===== src/rtl/lsu_pkg.sv =====
// Shared types and constants for the load/store unit controller.
// Holds the FSM states, the memory size codes and the RV32I load/store funct3 values.
package lsu_pkg;

  localparam int BUS_WIDTH_DEF = 32;

  typedef enum logic [1:0] {
    IDLE  = 2'b00,
    ISSUE = 2'b01,
    RESP  = 2'b10
  } state_e;

  typedef enum logic [1:0] {
    SZ_BYTE = 2'b00,
    SZ_HALF = 2'b01,
    SZ_WORD = 2'b10
  } size_e;

  localparam logic [2:0] F3_B  = 3'b000;
  localparam logic [2:0] F3_H  = 3'b001;
  localparam logic [2:0] F3_W  = 3'b010;
  localparam logic [2:0] F3_BU = 3'b100;
  localparam logic [2:0] F3_HU = 3'b101;

endpackage


===== src/rtl/lsu_decode.sv =====
// Combinational decode of a load/store request into access size, extension mode
// and the two error conditions (illegal funct3, misaligned address).
module lsu_decode
  import lsu_pkg::*;
(
  input  logic       we,
  input  logic [2:0] funct3,
  input  logic [1:0] addr_lo,
  output size_e      size,
  output logic       sz_ex,
  output logic       illegal,
  output logic       misaligned
);

  // NOTE: every output of a combinational block gets a default first, so no path leaves it unassigned and no latch is inferred.
  always_comb begin
    size    = SZ_BYTE;
    sz_ex   = 1'b0;
    illegal = 1'b0;
    unique case (funct3)
      F3_B:    begin size = SZ_BYTE; sz_ex = ~we; end
      F3_H:    begin size = SZ_HALF; sz_ex = ~we; end
      F3_W:    begin size = SZ_WORD; sz_ex = ~we; end
      F3_BU:   begin size = SZ_BYTE; illegal = we; end
      F3_HU:   begin size = SZ_HALF; illegal = we; end
      default: illegal = 1'b1;
    endcase
  end

  assign misaligned = ((size == SZ_HALF) && addr_lo[0]) ||
                      ((size == SZ_WORD) && (addr_lo != 2'b00));

endmodule


===== src/rtl/lsu_ctrl.sv =====
// Load/store unit controller: accepts one request at a time, drives the data memory
// port for RD_LAT cycles (or skips it on an error) and holds the response until consumed.
module lsu_ctrl
  import lsu_pkg::*;
#(
  parameter int BUS_WIDTH = BUS_WIDTH_DEF,
  parameter int RD_LAT    = 1
) (
  input  logic                 clk,
  input  logic                 rst,
  input  logic                 req_valid,
  output logic                 req_ready,
  input  logic                 req_we,
  input  logic [2:0]           req_funct3,
  input  logic [BUS_WIDTH-1:0] req_addr,
  input  logic [BUS_WIDTH-1:0] req_wdata,
  output logic                 resp_valid,
  input  logic                 resp_ready,
  output logic [BUS_WIDTH-1:0] resp_rdata,
  output logic                 resp_err,
  output logic [BUS_WIDTH-1:0] d_mem_address,
  output logic [BUS_WIDTH-1:0] d_mem_wr_data,
  output logic                 d_mem_wr_en,
  output logic [1:0]           d_mem_size,
  output logic                 d_mem_sz_ex,
  input  logic [BUS_WIDTH-1:0] d_mem_rd_data
);

  localparam logic [1:0] CNT_INIT = 2'(RD_LAT - 1);

  state_e               state, state_next;
  logic [1:0]           cnt;
  logic [BUS_WIDTH-1:0] addr_q, wdata_q, rdata_q;
  logic                 we_q, sz_ex_q, err_q;
  size_e                size_q;

  size_e dec_size;
  logic  dec_sz_ex, dec_illegal, dec_misaligned, dec_err, accept;

  lsu_decode u_decode (
    .we         (req_we),
    .funct3     (req_funct3),
    .addr_lo    (req_addr[1:0]),
    .size       (dec_size),
    .sz_ex      (dec_sz_ex),
    .illegal    (dec_illegal),
    .misaligned (dec_misaligned)
  );

  assign dec_err = dec_illegal | dec_misaligned;
  assign accept  = req_valid && (state == IDLE);

  always_comb begin
    state_next = state;
    unique case (state)
      IDLE:    if (req_valid) state_next = dec_err ? RESP : ISSUE;
      ISSUE:   if (cnt == 2'd0) state_next = RESP;
      RESP:    if (resp_ready) state_next = IDLE;
      default: state_next = IDLE;
    endcase
  end

  // NOTE: sequential state uses non-blocking assignments so every register samples pre-edge values.
  always_ff @(posedge clk) begin
    if (rst) begin
      state   <= IDLE;
      cnt     <= 2'd0;
      rdata_q <= '0;
      err_q   <= 1'b0;
    end else begin
      state <= state_next;
      if (accept) begin
        cnt     <= CNT_INIT;
        rdata_q <= '0;
        err_q   <= dec_err;
      end else if (state == ISSUE) begin
        if (cnt != 2'd0) cnt <= cnt - 2'd1;
        else if (!we_q)  rdata_q <= d_mem_rd_data;
      end
    end
  end

  // NOTE: request fields carry no reset; they are only observed while the FSM is in ISSUE, which requires a fresh capture.
  always_ff @(posedge clk) begin
    if (accept) begin
      addr_q  <= req_addr;
      wdata_q <= req_wdata;
      we_q    <= req_we;
      size_q  <= dec_size;
      sz_ex_q <= dec_sz_ex;
    end
  end

  always_comb begin
    d_mem_address = '0;
    d_mem_wr_data = '0;
    d_mem_wr_en   = 1'b0;
    d_mem_size    = 2'b00;
    d_mem_sz_ex   = 1'b0;
    if (state == ISSUE) begin
      d_mem_address = addr_q;
      d_mem_wr_data = wdata_q;
      d_mem_size    = size_q;
      d_mem_sz_ex   = sz_ex_q;
      // The counter still holds its load value only during the first ISSUE cycle.
      d_mem_wr_en   = we_q && (cnt == CNT_INIT);
    end
  end

  assign req_ready  = (state == IDLE);
  assign resp_valid = (state == RESP);
  assign resp_rdata = rdata_q;
  assign resp_err   = err_q;

endmodule

===== config.mk =====
export PLATFORM = sky130hd
export DESIGN_NAME = lsu_ctrl
export DESIGN_NICKNAME = d
export VERILOG_FILES = /design/src/rtl/lsu_pkg.sv /design/src/rtl/lsu_decode.sv /design/src/rtl/lsu_ctrl.sv
export SDC_FILE = /design/constraint.sdc
export NUM_CORES = 1
export LEC_CHECK = 0
export BUFFER_PORTS_ARGS = -buffer_cell sky130_fd_sc_hd__buf_2
export CORE_ASPECT_RATIO = 1.1
export CORE_MARGIN = 2
export CORE_UTILIZATION = 35
export DETAILED_ROUTE_END_ITERATION = 6
export GPL_TIMING_DRIVEN = 0
export PLACE_DENSITY_LB_ADDON = 0.1
export SLEW_MARGIN = 5
export SYNTH_ARGS = -nofsm -noshare
export SYNTH_HDL_FRONTEND = slang
export SYNTH_HIERARCHICAL = 1
export SYNTH_SLANG_ARGS = --single-unit
export TNS_END_PERCENT = 1

===== constraint.sdc =====
create_clock -name clk -period 7 [get_ports clk]
set_clock_uncertainty 0.15 [all_clocks]
set_input_delay 0 -clock clk [delete_from_list [all_inputs] [get_ports clk]]
set_output_delay 0 -clock clk [all_outputs]
set_load 0.01 [all_outputs]

==> impl_metrics.toml <==
[outcome]
status = "finished, final reports clean"

[place]
dp_slack_ns = 5.00
routabilityCongestion = 0.714
hpwl_um = 7380
port_buffers = 206
place_area_mm2 = 0.00539

[floorplan]
core_area_mm2 = 0.0114
fp.dieH_um = 117
dieArea_mm2 = 0.0125
io_pins = 207
initial_utilization_pct = 35.6
die_w_um = 107
rows = 41

[detailed_routing]
via_per_inst = 4.29
drt-pass1-iter-count = 4
ant_nets = 0
wl_um = 10800
wire_per_inst_um = 13.5
drc = 0
drt_iter0_markers = 106
via_count = 3441

[pwr]
p_per_area_mw_per_mm2 = 203
vdd_drop_max_mv = 0.0896
p_leak_nw = 2.95

[timing]
post-route-period-util_pct = 28.5
setup_tns_ns = 0
tightest_slew_ns = 0.663
slew_headroom_pct = 55.8
grt_setup_unrepaired = "no"
fin_ws_ns = 5.01
slew_viol_final = 0
hold_viol = 0
setup_viol = 0
fmax_ghz = 0.502
holdWs_ns = 0.216
period_needed_ns = 1.99

[layout]
nFillCells = 978
final_common_cell = "buf_2"
final_cell_area_mm2 = 0.00672
fin_util_pct = 58.8
final_nets = 752
final_cell_mix = "buf_2 (211), dlygate4sd3_1 (105), and2_1 (68), edfxtp_1 (68), nand2_1 (64)"
layout-drive-gt1-share_pct = 42.0
n_antenna_cell = 0
area_growth_pct = 64.9

[cts]
postCtsSetupRepairBufs = 0
clock_sinks = 105
cts_buffers = 9
clk_pin_slew_ns = 0.07
clock-root-buffer = "clkbuf_16"
cts_resized = 0
cts.path.max_buffers = 2
cts_tree = "yes"
hold_buffers = 105
clkLatencyLatePin_ns = 0.34
cts_max_level = 3

[min_path]
hold_path_depth = 2
hold_class = "input pin to flip-flop"

[grt]
antenna_found_initial = 0
first_global_vias = 3517
overflow = 0
grt_pass1_wl_um = 16600
grt_use_total_pct = 17.1
grt_max_degree = 20

[worst_setup_path]
startpoint_type = "flip-flop"
endpoint_kind = "primary output"
crit_required_ns = 6.85
path_class = "flip-flop to primary output"
crit_path_max_fanout = 10
ff2ff_path_depth = 6
worstPathArrival_ns = 1.84

[logic_synthesis]
syn_inst = 321
ys_seq_area_share_pct = 68.3
ys_seq_elements = 105
ys_warn_count = 6
syn_area_per_cell_um2 = 12.7
synthesis.nets = 426
ys_types = 32
syn-cell-area_mm2 = 0.00408

[flow_run]
maxCapViolCount = 0
==> state kept, by name, indices dropped and copies added, names as in the netlist <==
register	count
resp_rdata	32
state	2
size_q	2
wdata_q	32
resp_err	1
sz_ex_q	1
cnt	2
addr_q	32
we_q	1
==> routing by layer <==
metal | up-vias | track usage, % | part of all wire, %
li1 | 1730 | - | -
met1 | 1580 | 18.6 | 40
met2 | 119 | 31.4 | 52
met3 | 12 | 5.09 | 6.7
met4 | 0 | 6.49 | 1.4
met5 | - | 0 | 0
==> path summary, 6_finish.rpt <==
| kind | to | slack (ns) | start |
|---|---|---|---|
| worst min register to register | resp_rdata[1] | 0.30 | resp_rdata[1] |
| worst min-delay path | addr_q[27] | 0.22 | req_addr[27] |
| worst max-delay path | d_mem_address[23] | 5.01 | state[0] |
| worst max register to register | cnt[0] | 5.01 | state[0] |
==> report_power, final <==
group	switching [mW]	leakage [nW]	internal [mW]	total (mW)
clock network	0.215	0.139	0.264	0.480
registers	0.00917	0.952	0.701	0.710
logic	0.0756	1.86	0.0980	0.174
==> synthesized netlist by cell type <==
cell type  number  area [um2]
o21ai_0         1        5.00
nor3_1          1        5.00
nor4b_1         1        8.76
nor3b_1         1        7.51
and3_1          1        6.26
clkbuf_2        1        5.00
and2b_2         1        8.76
nor3b_2         1        12.5
nor2b_1         1        6.26
buf_6           7        78.8
inv_1           4        15.0
buf_2           5        25.0
dfxtp_1        37         741
nand2_1        64         240
nor4bb_1        1        10.0
buf_4           1        7.51
edfxtp_1       68        2040
or2_1           2        12.5
xnor2_1         1        8.76
a21oi_2        30         263
and2_1         68         425
clkbuf_1        5        18.8
nor2_2          1        6.26
nand4bb_1       1        11.3
a21oi_1         6        30.0
nor2_1          4        15.0
nand2b_1        1        6.26
ha_1            1        12.5
a22oi_1         1        7.51
a211oi_1        2        15.0
a32o_1          1        10.0
and2b_4         1        10.0
==> through the flow <==
stage / std cells / total power [mW]
floorplan: 321 / 0.782
global placement: 677 / 0.841
detailed placement: 681 / 0.853
CTS: 802 / 1.38
global route: 802 / 1.42
finish: 802 / 1.36
==> layout make-up <==
cell class,instances,area [um2],area share [%]
clock buffer,12,260,3.87
timing repair buffer,315,2170,32.2
buffer,19,135,2.01
clock inverter,4,26.3,0.391
multi-input combinational,193,1150,17.1
tap,150,188,2.79
sequential,105,2780,41.4
inverter,4,15.0,0.223
==> worst max-delay path, stage by stage (launching register included) <==
cell      delay [ns]
dfxtp_1         0.52
and2b_4         0.26
buf_2           0.22
clkbuf_2        0.21
and2_1          0.15
buf_2           0.13
==> logic make-up (layout without fill, tap and decap cells) <==
group,count (synthesis),count (layout),synth area share [%]
xor+xnor,1,1,0.215
simple gates,150,150,19.4
fa+ha+maj,1,1,0.307
buf+inv,23,354,3.68
flops,105,105,68.3
compound gates,41,41,8.10
Power figures use the tool's default switching activity.
